File: src/rtl/intan_ring_pkg.sv
// Shared state encoding and default geometry for the acquisition BRAM ring controller.
package intan_ring_pkg;

    localparam int DEF_ADDR_W       = 14;
    localparam int DEF_DEPTH_WORDS  = 16384;
    localparam int DEF_PACKET_WORDS = 144;
    localparam int DEF_RESUME_WORDS = 288;

    // State field codes as seen in the status register
    localparam logic [2:0] STATE_CODE_IDLE  = 3'd0;
    localparam logic [2:0] STATE_CODE_RUN   = 3'd1;
    localparam logic [2:0] STATE_CODE_HOLD  = 3'd2;
    localparam logic [2:0] STATE_CODE_DRAIN = 3'd3;
    localparam logic [2:0] STATE_CODE_FAULT = 3'd4;

    typedef enum logic [2:0] {
        ST_IDLE  = STATE_CODE_IDLE,
        ST_RUN   = STATE_CODE_RUN,
        ST_HOLD  = STATE_CODE_HOLD,
        ST_DRAIN = STATE_CODE_DRAIN,
        ST_FAULT = STATE_CODE_FAULT
    } ring_state_e;

endpackage

File: src/rtl/bram_ring_controller_if.sv
// Control/status bundle between the register bank, generator, FIFO-BRAM path and the ring controller.
interface bram_ring_controller_if #(
    parameter int ADDR_W = 14
);
    logic              start;
    logic              stop;
    logic              clear;
    logic              wr_commit;
    logic              pkt_done;
    logic              ack_valid;
    logic [ADDR_W:0]   ack_words;
    logic [ADDR_W:0]   irq_threshold;

    logic              gen_enable;
    logic [2:0]        state;
    logic [ADDR_W:0]   occupancy;
    logic [ADDR_W-1:0] rd_ptr;
    logic              irq;
    logic              overflow;
    logic              ack_error;
    logic [31:0]       pkt_count;
    logic [ADDR_W:0]   high_water;

    modport master (
        output start, stop, clear, wr_commit, pkt_done, ack_valid, ack_words, irq_threshold,
        input  gen_enable, state, occupancy, rd_ptr, irq, overflow, ack_error, pkt_count, high_water
    );

    modport slave (
        input  start, stop, clear, wr_commit, pkt_done, ack_valid, ack_words, irq_threshold,
        output gen_enable, state, occupancy, rd_ptr, irq, overflow, ack_error, pkt_count, high_water
    );

endinterface

File: src/rtl/ring_occupancy_tracker.sv
// Ring occupancy arithmetic: netting of commits and acks, clamping, overflow, rd_ptr wrap.
// High-water tracking is built only when BRAM_RING_CTRL_WATERMARK_EN is defined.
module ring_occupancy_tracker #(
    parameter int ADDR_W      = 14,
    parameter int DEPTH_WORDS = 16384
) (
    input  logic              clk,
    input  logic              rstn,
    input  logic              clear_en,
    input  logic              wr_commit,
    input  logic              ack_valid,
    input  logic [ADDR_W:0]   ack_words,
    input  logic [ADDR_W:0]   irq_threshold,
    output logic [ADDR_W:0]   occupancy,
    output logic [ADDR_W:0]   occupancy_next,
    output logic [ADDR_W-1:0] rd_ptr,
    output logic              ack_error,
    output logic              overflow,
    output logic [ADDR_W:0]   high_water,
    output logic              ovf_event,
    output logic              thr_cross
);

    // Two spare bits: occupancy + commit can reach DEPTH+1, rd_ptr + release up to 2*DEPTH
    localparam int CW = ADDR_W + 2;
    localparam logic [CW-1:0] DEPTH_C = CW'(DEPTH_WORDS);

    logic [CW-1:0] sum;
    logic [CW-1:0] ack_ext;
    logic [CW-1:0] applied;
    logic [CW-1:0] net;
    logic [CW-1:0] occ_sat;
    logic [CW-1:0] rel_mod;
    logic [CW-1:0] ptr_sum;
    logic [CW-1:0] ptr_next;
    logic          under;

    always_comb begin
        sum     = {1'b0, occupancy} + CW'(wr_commit);
        ack_ext = {1'b0, ack_words};
        applied = '0;
        under   = 1'b0;
        if (ack_valid) begin
            if (ack_ext > sum) begin
                applied = sum;
                under   = 1'b1;
            end else begin
                applied = ack_ext;
            end
        end
        net       = sum - applied;
        ovf_event = (net > DEPTH_C);
        occ_sat   = ovf_event ? DEPTH_C : net;
        // A release can exceed DEPTH by at most one word, so one pre-fold keeps the wrap to a single subtract
        rel_mod   = (applied >= DEPTH_C) ? (applied - DEPTH_C) : applied;
        ptr_sum   = {2'b00, rd_ptr} + rel_mod;
        ptr_next  = (ptr_sum >= DEPTH_C) ? (ptr_sum - DEPTH_C) : ptr_sum;
    end

    assign occupancy_next = (ADDR_W + 1)'(occ_sat);
    assign thr_cross      = (irq_threshold != '0) && (occupancy < irq_threshold)
                            && (occupancy_next >= irq_threshold);

    always_ff @(posedge clk or negedge rstn) begin
        if (!rstn) begin
            occupancy <= '0;
            rd_ptr    <= '0;
            ack_error <= 1'b0;
            overflow  <= 1'b0;
        end else if (clear_en) begin
            occupancy <= '0;
            rd_ptr    <= '0;
            ack_error <= 1'b0;
            overflow  <= 1'b0;
        end else begin
            occupancy <= occupancy_next;
            rd_ptr    <= ADDR_W'(ptr_next);
            if (under) begin
                ack_error <= 1'b1;
            end
            if (ovf_event) begin
                overflow <= 1'b1;
            end
        end
    end

`ifdef BRAM_RING_CTRL_WATERMARK_EN
    always_ff @(posedge clk or negedge rstn) begin
        if (!rstn) begin
            high_water <= '0;
        end else if (clear_en) begin
            high_water <= '0;
        end else if (occupancy_next > high_water) begin
            high_water <= occupancy_next;
        end
    end
`else
    assign high_water = '0;
`endif

endmodule

File: src/rtl/bram_ring_controller.sv
// Acquisition ring sequencer: gates the data generator on packet boundaries and
// pauses it before the BRAM ring can overrun. Watermark via BRAM_RING_CTRL_WATERMARK_EN.
//
//   state | meaning
//   IDLE  | generator off, waiting for start
//   RUN   | generator on, packets flowing into the ring
//   HOLD  | generator paused until RESUME_WORDS are free
//   DRAIN | stop requested, generator finishes current packet
//   FAULT | write committed into a full ring; only clear leaves
module bram_ring_controller
    import intan_ring_pkg::*;
#(
    parameter int ADDR_W       = DEF_ADDR_W,
    parameter int DEPTH_WORDS  = DEF_DEPTH_WORDS,
    parameter int PACKET_WORDS = DEF_PACKET_WORDS,
    parameter int RESUME_WORDS = DEF_RESUME_WORDS
) (
    input logic                   clk,
    input logic                   rstn,
    bram_ring_controller_if.slave bus
);

    localparam int CW = ADDR_W + 2;
    localparam logic [CW-1:0] DEPTH_C  = CW'(DEPTH_WORDS);
    localparam logic [CW-1:0] PACKET_C = CW'(PACKET_WORDS);
    localparam logic [CW-1:0] RESUME_C = CW'(RESUME_WORDS);

    ring_state_e     state_q;
    ring_state_e     state_d;
    logic            gen_enable_q;
    logic            gen_enable_d;
    logic            irq_q;
    logic            irq_d;
    logic            pkt_inc;
    logic [31:0]     pkt_count_q;
    logic            clear_en;
    logic            ovf_event;
    logic            thr_cross;
    logic [ADDR_W:0] occupancy;
    logic [ADDR_W:0] occupancy_next;
    logic [CW-1:0]   free_now;
    logic [CW-1:0]   free_next;

    assign clear_en  = bus.clear && ((state_q == ST_IDLE) || (state_q == ST_FAULT));
    assign free_now  = DEPTH_C - {1'b0, occupancy};
    assign free_next = DEPTH_C - {1'b0, occupancy_next};

    ring_occupancy_tracker #(
        .ADDR_W        (ADDR_W),
        .DEPTH_WORDS   (DEPTH_WORDS)
    ) u_tracker (
        .clk           (clk),
        .rstn          (rstn),
        .clear_en      (clear_en),
        .wr_commit     (bus.wr_commit),
        .ack_valid     (bus.ack_valid),
        .ack_words     (bus.ack_words),
        .irq_threshold (bus.irq_threshold),
        .occupancy     (occupancy),
        .occupancy_next(occupancy_next),
        .rd_ptr        (bus.rd_ptr),
        .ack_error     (bus.ack_error),
        .overflow      (bus.overflow),
        .high_water    (bus.high_water),
        .ovf_event     (ovf_event),
        .thr_cross     (thr_cross)
    );

    always_comb begin
        state_d = state_q;
        pkt_inc = bus.pkt_done && ((state_q == ST_RUN) || (state_q == ST_DRAIN));
        if (clear_en) begin
            state_d = ST_IDLE;
        end else if (ovf_event) begin
            state_d = ST_FAULT;
        end else begin
            case (state_q)
                ST_IDLE: begin
                    if (bus.start && !bus.stop) begin
                        state_d = ST_RUN;
                    end
                end
                ST_RUN: begin
                    // A stop coinciding with pkt_done is already on the packet boundary
                    if (bus.stop) begin
                        state_d = bus.pkt_done ? ST_IDLE : ST_DRAIN;
                    end else if (bus.pkt_done && (free_next < PACKET_C)) begin
                        state_d = ST_HOLD;
                    end
                end
                ST_HOLD: begin
                    if (bus.stop) begin
                        state_d = ST_IDLE;
                    end else if (free_now >= RESUME_C) begin
                        state_d = ST_RUN;
                    end
                end
                ST_DRAIN: begin
                    if (bus.pkt_done) begin
                        state_d = ST_IDLE;
                    end
                end
                ST_FAULT: state_d = ST_FAULT;
                default:  state_d = ST_IDLE;
            endcase
        end
        gen_enable_d = (state_d == ST_RUN) || (state_d == ST_DRAIN);
        irq_d        = !clear_en && (thr_cross || (ovf_event && (state_q != ST_FAULT)));
    end

    always_ff @(posedge clk or negedge rstn) begin
        if (!rstn) begin
            state_q      <= ST_IDLE;
            gen_enable_q <= 1'b0;
            irq_q        <= 1'b0;
            pkt_count_q  <= '0;
        end else begin
            state_q      <= state_d;
            gen_enable_q <= gen_enable_d;
            irq_q        <= irq_d;
            if (clear_en) begin
                pkt_count_q <= '0;
            end else if (pkt_inc) begin
                pkt_count_q <= pkt_count_q + 32'd1;
            end
        end
    end

    assign bus.state      = state_q;
    assign bus.gen_enable = gen_enable_q;
    assign bus.irq        = irq_q;
    assign bus.pkt_count  = pkt_count_q;
    assign bus.occupancy  = occupancy;

endmodule

File: src/flat_wrapper.sv
// flat-port wrapper written by rule: the top's interface ports become plain ports
module bram_ring_controller_flat import intan_ring_pkg::*;
#(
    parameter int ADDR_W       = DEF_ADDR_W,
    parameter int DEPTH_WORDS  = DEF_DEPTH_WORDS,
    parameter int PACKET_WORDS = DEF_PACKET_WORDS,
    parameter int RESUME_WORDS = DEF_RESUME_WORDS
)
  (clk, rstn, bus_start, bus_stop, bus_clear, bus_wr_commit, bus_pkt_done, bus_ack_valid, bus_ack_words, bus_irq_threshold, bus_gen_enable, bus_state, bus_occupancy, bus_rd_ptr, bus_irq, bus_overflow, bus_ack_error, bus_pkt_count, bus_high_water);
  bram_ring_controller_if #(.ADDR_W(ADDR_W)) bus_i ();
  input logic clk;
  input logic rstn;
  input wire logic [$bits(bus_i.start)-1:0] bus_start;
  input wire logic [$bits(bus_i.stop)-1:0] bus_stop;
  input wire logic [$bits(bus_i.clear)-1:0] bus_clear;
  input wire logic [$bits(bus_i.wr_commit)-1:0] bus_wr_commit;
  input wire logic [$bits(bus_i.pkt_done)-1:0] bus_pkt_done;
  input wire logic [$bits(bus_i.ack_valid)-1:0] bus_ack_valid;
  input wire logic [$bits(bus_i.ack_words)-1:0] bus_ack_words;
  input wire logic [$bits(bus_i.irq_threshold)-1:0] bus_irq_threshold;
  output wire logic [$bits(bus_i.gen_enable)-1:0] bus_gen_enable;
  output wire logic [$bits(bus_i.state)-1:0] bus_state;
  output wire logic [$bits(bus_i.occupancy)-1:0] bus_occupancy;
  output wire logic [$bits(bus_i.rd_ptr)-1:0] bus_rd_ptr;
  output wire logic [$bits(bus_i.irq)-1:0] bus_irq;
  output wire logic [$bits(bus_i.overflow)-1:0] bus_overflow;
  output wire logic [$bits(bus_i.ack_error)-1:0] bus_ack_error;
  output wire logic [$bits(bus_i.pkt_count)-1:0] bus_pkt_count;
  output wire logic [$bits(bus_i.high_water)-1:0] bus_high_water;
  assign bus_i.start = bus_start;
  assign bus_i.stop = bus_stop;
  assign bus_i.clear = bus_clear;
  assign bus_i.wr_commit = bus_wr_commit;
  assign bus_i.pkt_done = bus_pkt_done;
  assign bus_i.ack_valid = bus_ack_valid;
  assign bus_i.ack_words = bus_ack_words;
  assign bus_i.irq_threshold = bus_irq_threshold;
  assign bus_gen_enable = bus_i.gen_enable;
  assign bus_state = bus_i.state;
  assign bus_occupancy = bus_i.occupancy;
  assign bus_rd_ptr = bus_i.rd_ptr;
  assign bus_irq = bus_i.irq;
  assign bus_overflow = bus_i.overflow;
  assign bus_ack_error = bus_i.ack_error;
  assign bus_pkt_count = bus_i.pkt_count;
  assign bus_high_water = bus_i.high_water;
  bram_ring_controller #(.ADDR_W(ADDR_W), .DEPTH_WORDS(DEPTH_WORDS), .PACKET_WORDS(PACKET_WORDS), .RESUME_WORDS(RESUME_WORDS)) u_core (.clk(clk), .rstn(rstn), .bus(bus_i));
endmodule
File: config.mk
export PLATFORM = sky130hd
export DESIGN_NAME = bram_ring_controller_flat
export DESIGN_NICKNAME = d
export VERILOG_FILES = /design/src/rtl/intan_ring_pkg.sv /design/src/rtl/bram_ring_controller_if.sv /design/src/rtl/ring_occupancy_tracker.sv /design/src/rtl/bram_ring_controller.sv /design/src/flat_wrapper.sv
export SDC_FILE = /design/constraint.sdc
export NUM_CORES = 1
export LEC_CHECK = 0
export BUFFER_PORTS_ARGS = -buffer_cell sky130_fd_sc_hd__buf_2
export CAP_MARGIN = 15
export CORE_AREA = 2 2 113 115
export CTS_CLUSTER_SIZE = 10
export DETAILED_ROUTE_END_ITERATION = 8
export DIE_AREA = 0 0 115 117
export PLACE_DENSITY = 0.8
export SKIP_LAST_GASP = 1
export SYNTH_ARGS = -nofsm -noshare
export SYNTH_HDL_FRONTEND = slang
export SYNTH_SLANG_ARGS = --single-unit
File: constraint.sdc
create_clock -name clk -period 9.14 [get_ports clk]
set_clock_uncertainty 0.15 [all_clocks]
set_input_delay 0 -clock clk [delete_from_list [all_inputs] [get_ports clk]]
set_output_delay 0 -clock clk [all_outputs]
set_load 0.03 [all_outputs]
==> results of run 1 <==
==> through the flow <==
step	utilization [%]	setup WS [ps]	instance area, um2
after floorplan	-	1870	6030
after global placement	53.4	1580	6570
after detailed placement	53.4	1430	6570
after CTS	56.4	1360	6940
after global routing	56.4	512	6940
final	56.4	1250	6940
==> kinds of logic after synthesis <==
group / synth area share [%]
simple gates: 22.2
compound gates: 14.9
buf+inv: 6.86
fa+ha+maj: 16.4
flops: 28.5
xor+xnor: 9.50
mux: 1.67
other cells: 0.0627
==> worst max-delay path: cells and delay by family, from the launching register on <==
kind,cells,cell delay (ps)
simple gates,9,2360
mux,1,160
fa+ha+maj,3,870
buf+inv,3,910
xor+xnor,1,330
compound gates,10,2600
flops,1,380
==> flip-flops by register name (all words and copies together), names as in the netlist <==
| register | count |
|---|---|
| u_core.bus.irq | 1 |
| u_core.u_tracker.ack_error | 1 |
| u_core.bus.state | 3 |
| u_core.u_tracker.overflow | 1 |
| u_core.u_tracker.rd_ptr | 14 |
| u_core.u_tracker.occupancy | 15 |
| u_core.bus.pkt_count | 32 |
| u_core.bus.gen_enable | 1 |
==> path summary, 6_finish.rpt <==
kind	startpoint	slack (ps)	depth (start not counted)	to
worst max-delay path	u_core.u_tracker.occupancy[0]	1250	27	u_core.bus.state[0]
worst min-delay path	bus_stop	110	6	u_core.bus.state[1]
worst max register to register	u_core.u_tracker.occupancy[0]	1250	27	u_core.bus.state[0]
worst min register to register	u_core.u_tracker.overflow	360	2	u_core.u_tracker.overflow
max in group asynchronous	rstn	8020	3	u_core.u_tracker.occupancy[3]
min in group asynchronous	rstn	250	3	u_core.bus.pkt_count[24]
==> area by class of cell <==
| cell class | count | area, um2 |
|---|---|---|
| Timing Repair Buffer | 113 | 601 |
| Clock buffer | 11 | 253 |
| Tap cell | 150 | 188 |
| Antenna cell | 1 | 2.50 |
| Clock inverter | 5 | 58.8 |
| Inverter | 57 | 214 |
| Fill cell | 1144 | 5370 |
| Multi-Input combinational cell | 566 | 3930 |
| Sequential cell | 68 | 1700 |
==> layer usage <==
layer / up-vias / wire length [um]
met5: - / 11
met4: 2 / 250
met3: 28 / 826
met2: 162 / 6980
met1: 2499 / 6200
li1: 2653 / -
==> power by group through the flow <==
stage	sequential (mW)	clock [mW]	combinational (mW)
2_1_floorplan	0.493	0	0.979
3_3_place_gp	0.413	0	1.34
3_5_place_dp	0.414	0	1.36
4_1_cts	0.408	0.379	1.37
5_1_grt	0.415	0.393	1.54
6_report	0.407	0.371	1.37
==> cell usage in the layout, fill, tap and decap left out, drive strengths merged, types with 18 or more instances in the layout <==
cell type / n
buf: 107
nor2: 105
ha: 75
dfrtp: 68
inv: 58
nand2: 40
a21oi: 38
xor2: 34
xnor2: 30
nand3: 22
o21ai: 22
and3: 18
==> impl_metrics.tcl, run 1 <==
set metrics [dict create \
    ys.flop_type "dfrtp_1" \
    status "complete, no violations" \
    netlist_area_mm2 0.00598 \
    grt_pass1_wl_um 24100 \
    placement.io_buffers 105 \
    via_count 5344 \
    comb_power_share_pct 63.8 \
    root_buffer "clkbuf_16" \
    fin_nets 930 \
    ios 121 \
    routed_wl_um 14300 \
    cts_resized 0 \
    cp_data_required_time_ps 9200 \
    grt_overflow 0 \
    path_common_cell "ha_1" \
    drtPass1Iterations 5 \
    p_per_area_mw_per_mm2 310 \
    tns_ps 0 \
    drive_above_1_share_pct 17.6 \
    max-vdd-ir-drop_uv 159 \
    vias_per_cell 5.50 \
    synth_edf_count 0 \
    yosysTopAreaCell "dfrtp_1" \
    die_x_um 115 \
    min_period_ps 7890 \
    grtUsageTotal_pct 22.4 \
    synth_seq_area_share_pct 28.5 \
    hpwl_um 10900 \
    htreeDepth 3 \
    fin_crit_sh_pct 86.3 \
    p_int_mw 1.11 \
    worst_slew_pin_slew_ps 1020 \
    yosys_register_bits 68 \
    synth_common_cells "95 x nor2_1, 75 x ha_1, 68 x dfrtp_1" \
    slowest_delay_ps 820 \
    wl_per_cell_um 14.7 \
    grt_pass1_vias 5186 \
    drc 0 \
    worst_path_max_delay_cell "o21ai_2" \
    p_total_mw 2.15 \
    finalHoldWorstSlack_ps 106 \
    antenna_found_initial 2 \
    ant_nets 0 \
    yosysUniqueCellTypes 61 \
    dieArea_mm2 0.0135 \
    worst-path-max-fanout 22 \
    fmax_mhz 127 \
    synth_warnings 0 \
    hold_viol 0 \
    clockBufferDepth 2 \
    first_iter_violations 229 \
    p_seq_share_pct 18.9 \
    placedCellCount 948 \
    row_count 41 \
    syn_inst 708 \
    setup_viol 0 \
    min_path_type "in -> reg" \
    die_h_um 117 \
    p_leak_nw 3.71 \
    cts_tree "done" \
    stdcell_count 971 \
    place_congestion 0.878 \
    slew_violations 0 \
    cts_sinks 68 \
    synth_top_area_share_pct 28.5 \
    setup.worst_path.class "reg -> reg" \
    switching_share_pct 48.6 \
    syn-mean-instance-area_um2 8.45 \
    synth.most_common_cell "nor2_1" \
    grt.busiest_layer "met2" \
    async_flop_share_pct 100 \
    grt_max_degree 69 \
    rsz0062_at_grt "false" \
    clkPwrFrac_pct 17.2 \
    cts_setup_buffers 0 \
    slew-limit-headroom_pct 31.9 \
    grt_use_met1_pct 27.5 \
    initial_core_util_pct 48.6 \
    cts-buffers-inserted 9 \
    clkLatencyLatePin_ps 340 \
    end_kind "register" \
    p_sw_mw 1.05 \
    area_growth_pct 16.1 \
    start_kind "register" \
    grtUsageMet3_pct 6.02 \
    drv_cap 0 \
    core_area_mm2 0.0123 \
    cp.arrival_ps 7950 \
    holdBufCountCts 6 \
    clkSlewWorstSetupHoldPaths_ps 60 \
    synth.area.top_cells "dfrtp_1 28%, ha_1 16%, nor2_1 6.0%" \
    grtUsageMet2_pct 39.1 \
]
(Power assumes the default switching activity.)
==> run 2: changes to the inputs <==
BUFFER_PORTS_ARGS = -buffer_cell sky130_fd_sc_hd__buf_4   (was -buffer_cell sky130_fd_sc_hd__buf_2)
==> run 2 against run 1 <==
Effect of this change:
- worst hold slack got worse by 31 ps
- via count down 0.75%
- sequential share of layout area decreased by 0.71 points
- final cell count fell by 0.31%
- critical path type unchanged
- largest power group unchanged
==> impl_metrics.tcl, run 2 (same netlist as run 1, synthesis figures left out) <==
set metrics [dict create \
    grt_overflow 0 \
    die_h_um 117 \
    end_kind "register" \
    cp_num_buf_inv 2 \
    final_cell_mix "106 x buf_4, 95 x nor2_1, 75 x ha_1" \
    vias_per_cell 5.48 \
    place_congestion 0.870 \
    setup_viol 0 \
    initial_core_util_pct 48.6 \
    grt_max_degree 69 \
    first_iter_violations 248 \
    slew_violations 0 \
    clkSlewWorstSetupHoldPaths_ps 60 \
    htreeDepth 3 \
    largest_reg_flops 32 \
    fin_crit_sh_pct 85.3 \
    worst-path-max-fanout 22 \
    placement.io_buffers 105 \
    setup.worst_path.class "reg -> reg" \
    cts_tree "done" \
    hpwl_um 11100 \
    cp_data_required_time_ps 9220 \
    cts_resized 0 \
    cp_top_family "compound AO/OA/AOI/OAI gates" \
    antenna_found_initial 0 \
    wl_per_cell_um 14.8 \
    status "complete, no violations" \
    die_x_um 115 \
    drive_above_1_share_pct 17.4 \
    p_per_area_mw_per_mm2 299 \
    p_leak_nw 3.72 \
    drc 0 \
    clkLatencyLatePin_ps 350 \
    cts_setup_buffers 0 \
    ant_nets 0 \
    stdcell_count 968 \
    fin_util_pct 58.1 \
    cp.arrival_ps 7890 \
    area_growth_pct 19.6 \
    ios 121 \
    drtPass1Iterations 4 \
    finalHoldWorstSlack_ps 75.1 \
    slowest_delay_ps 810 \
    min_path_type "in -> reg" \
    grt_pass1_vias 5188 \
    dieArea_mm2 0.0135 \
    clockBufferDepth 2 \
    routed_wl_um 14400 \
    core_area_mm2 0.0123 \
    start_kind "register" \
    worst_slew_pin_slew_ps 1010 \
    placedCellCount 947 \
    fmax_mhz 128 \
    grtUsageTotal_pct 22.1 \
    row_count 41 \
    fillers 1115 \
    via_count 5304 \
    worst_path_max_delay_cell "o21ai_2" \
    root_buffer "clkbuf_16" \
    grt.busiest_layer "met2" \
    min_period_ps 7800 \
    slew-limit-headroom_pct 32.9 \
    cts_sinks 68 \
    grtUsageMet3_pct 5.77 \
    drv_cap 0 \
    rrSetupSlack_ps 1340 \
    hold_viol 0 \
    rsz0062_at_grt "false" \
    cts-buffers-inserted 9 \
    grtUsageMet2_pct 38.7 \
    grt_use_met1_pct 27.5 \
    max-vdd-ir-drop_uv 162 \
    num_antenna_cells 0 \
    layout_commonest_cell "buf_4" \
    tns_ps 0 \
    grt_pass1_wl_um 23900 \
    fin_nets 929 \
]
==> run 2: cell count changes in the layout (fill, tap and decap cells not counted), sizes merged <==
cell,change
clkinv,+1
clkinvlp,+1
diode,-1
bufinv,-1
clkbuf,-2
buf,-1
==> run 2: area by class of cell <==
cell class | instances | area [um2] | area share (%)
multi-input combinational | 566 | 3930 | 54.9
sequential | 68 | 1700 | 23.8
timing repair buffer | 112 | 856 | 12.0
clock buffer | 9 | 225 | 3.15
inverter | 57 | 214 | 2.99
tap | 150 | 188 | 2.62
clock inverter | 6 | 41.3 | 0.577
==> run 2: path summary, 6_finish.rpt <==
path | from | to | cells past startpoint
min | bus_stop | u_core.bus.state[0] | 4
max in group asynchronous | rstn | u_core.u_tracker.occupancy[4] | 2
min in group asynchronous | rstn | u_core.bus.pkt_count[24] | 2
max | u_core.u_tracker.occupancy[0] | u_core.bus.irq | 36
max reg2reg | u_core.u_tracker.occupancy[0] | u_core.bus.irq | 36
min reg2reg | u_core.u_tracker.overflow | u_core.u_tracker.overflow | 2
==> run 2: timing repair <==
item	4_1_cts	5_1_grt
hold buffers	6	0
endpoints found under the setup margin	0	0
hold endpoints to repair	73	0
==> run 2: per-stage QoR <==
stage	total power, mW	area (um2)	worst slack, ps
floorplan	1.47	6030	1870
global placement	1.78	6820	1630
detailed placement	1.81	6820	1440
CTS	2.14	7150	1390
global route	2.34	7150	631
finish	2.14	7150	1340
==> run 2: metal layers <==
layer / vias to the layer above / share of wire [%]
met3: 17 / 5.7
li1: 2654 / -
met4: 0 / 1.2
met1: 2501 / 44
met2: 132 / 49
met5: - / 0
==> run 2: power by group <==
part	total (mW)	switching, mW	internal, mW
Clock	0.324	0.142	0.182
Sequential	0.409	0.0583	0.351
Combinational	1.41	0.849	0.560
Total	2.14	1.05	1.09
==> run 2: worst register-to-register path: cells and delay by family, from the launching register on <==
| kind | cells | cell delay (ps) |
|---|---|---|
| compound gates | 14 | 2820 |
| flops | 1 | 370 |
| buf+inv | 2 | 290 |
| fa+ha+maj | 5 | 1340 |
| simple gates | 13 | 2100 |
| xor+xnor | 2 | 620 |
==> run 3: changes to the inputs <==
RECOVER_POWER = 25   (was not set)
==> run 3 against run 2 <==
Effect of this change:
- the run now ends with capacitance limit, slew limit left
- core utilization is 1.5 points lower
- critical path depth is the same
- worst hold slack improved by 6.1 ps
- via count is 0.32% higher
- largest power group unchanged
==> impl_metrics.tcl, run 3 (same netlist as run 1, synthesis figures left out) <==
set metrics [dict create \
    vias_per_cell 5.50 \
    cp_top_family "compound AO/OA/AOI/OAI gates" \
    grt_pass1_wl_um 23900 \
    grtUsageTotal_pct 22.1 \
    r2r_cells 36 \
    fin_util_pct 56.6 \
    hpwl_um 11100 \
    via_count 5321 \
    grt_use_met1_pct 27.5 \
    dieArea_mm2 0.0135 \
    ios 121 \
    fin_nets 929 \
    rsz0062_at_grt "false" \
    worst_hold_path.num_cells 4 \
    drv_cap 1 \
    start_kind "register" \
    p_per_area_mw_per_mm2 303 \
    largest_reg_flops 32 \
    max-vdd-ir-drop_uv 162 \
    status "finished with violations" \
    drtPass1Iterations 4 \
    worst-path-stages 36 \
    root_buffer "clkbuf_16" \
    fin_area_mm2 0.00696 \
    num_antenna_cells 0 \
    fillers 1155 \
    stdcell_count 968 \
    htreeDepth 3 \
    place_congestion 0.870 \
    layout_commonest_cell "nor2_1" \
    violations "capacitance limit, slew limit" \
    cts-buffers-inserted 9 \
    antenna_found_initial 0 \
    die_h_um 117 \
    slew_violations 69 \
    worst_path_max_delay_cell "o21ai_2" \
    placement.io_buffers 105 \
    placedCellCount 947 \
    grtUsageMet3_pct 5.77 \
    hold_viol 0 \
    min_path_type "in -> reg" \
    first_iter_violations 266 \
    setup_viol 0 \
    slowest_delay_ps 810 \
    cp_data_required_time_ps 9220 \
    grt_overflow 0 \
    setup.worst_path.class "reg -> reg" \
    tns_ps 0 \
    fin_crit_sh_pct 85.4 \
    grtUsageMet2_pct 38.7 \
    row_count 41 \
    worst-path-max-fanout 22 \
    cts_sinks 68 \
    die_x_um 115 \
    area_growth_pct 16.4 \
    routed_wl_um 14300 \
    core_area_mm2 0.0123 \
    cp_num_buf_inv 2 \
    end_kind "register" \
    ant_nets 0 \
    placed_cell_area_mm2 0.00682 \
    clkSlewWorstSetupHoldPaths_ps 60 \
    wl_per_cell_um 14.8 \
    drive_above_1_share_pct 11.2 \
    final_cell_mix "95 x nor2_1, 75 x ha_1, 68 x dfrtp_1" \
    clkLatencyLatePin_ps 340 \
    min_period_ps 7800 \
    clockBufferDepth 2 \
    cts_tree "done" \
    grt_pass1_vias 5188 \
    slew-limit-headroom_pct -144 \
    grt_max_degree 69 \
    fmax_mhz 128 \
    initial_core_util_pct 48.6 \
    grt.busiest_layer "met2" \
    p_leak_nw 3.51 \
    cts_setup_buffers 0 \
    cp.arrival_ps 7880 \
    drc 0 \
    worst_slew_pin_slew_ps 3650 \
]
[run 3: cell count changes in the layout (fill, tap and decap cells not counted)]
cell	before	now
buf_4	106	56
clkbuf_1	0	50
[run 3: layout make-up]
type	count	area (um2)	area share (%)
Clock buffer	9	225	3.23
Clock inverter	6	41.3	0.593
Inverter	57	214	3.07
Multi-Input combinational cell	566	3930	56.4
Sequential cell	68	1700	24.4
Tap cell	150	188	2.70
Timing Repair Buffer	112	668	9.60
[run 3: what timing repair did]
item | CTS | global route
gates resized for setup | 0 | 0
endpoints found under the hold margin | 73 | 0
hold buffers | 6 | 0
[run 3: final timing paths]
path	start	to	slack, ps
max	u_core.u_tracker.occupancy[0]	u_core.bus.irq	1340
max reg2reg	u_core.u_tracker.occupancy[0]	u_core.bus.irq	1340
max in group asynchronous	rstn	u_core.u_tracker.occupancy[4]	5470
min reg2reg	u_core.u_tracker.overflow	u_core.u_tracker.overflow	350
min in group asynchronous	rstn	u_core.bus.pkt_count[24]	1320
min	bus_stop	u_core.bus.state[0]	80
[run 3: through the flow]
stage / hold WS, ps / power, mW / setup WS (ps)
6_report: 81.2 / 2.11 / 1340
5_1_grt: 128 / 2.31 / 635
4_1_cts: 79.0 / 2.14 / 1390
3_5_place_dp: 18.5 / 1.81 / 1440
3_3_place_gp: 13.0 / 1.78 / 1630
2_1_floorplan: -446 / 1.47 / 1870
[run 3: power breakdown]
group / internal [mW] / switching (mW) / leakage [nW]
combinational: 0.534 / 0.849 / 2.45
clock: 0.182 / 0.140 / 0.124
sequential: 0.351 / 0.0581 / 0.932
[run 3: worst min-delay path, delay by kind of cell]
kind            cells  cell delay [ps]
buf+inv             2              150
compound gates      2              390
[run 3: routing by layer]
layer / share of wire [%] / vias up
met5: 0 / -
met3: 6.3 / 16
met4: 1.1 / 0
li1: - / 2654
met2: 49 / 152
met1: 43 / 2499
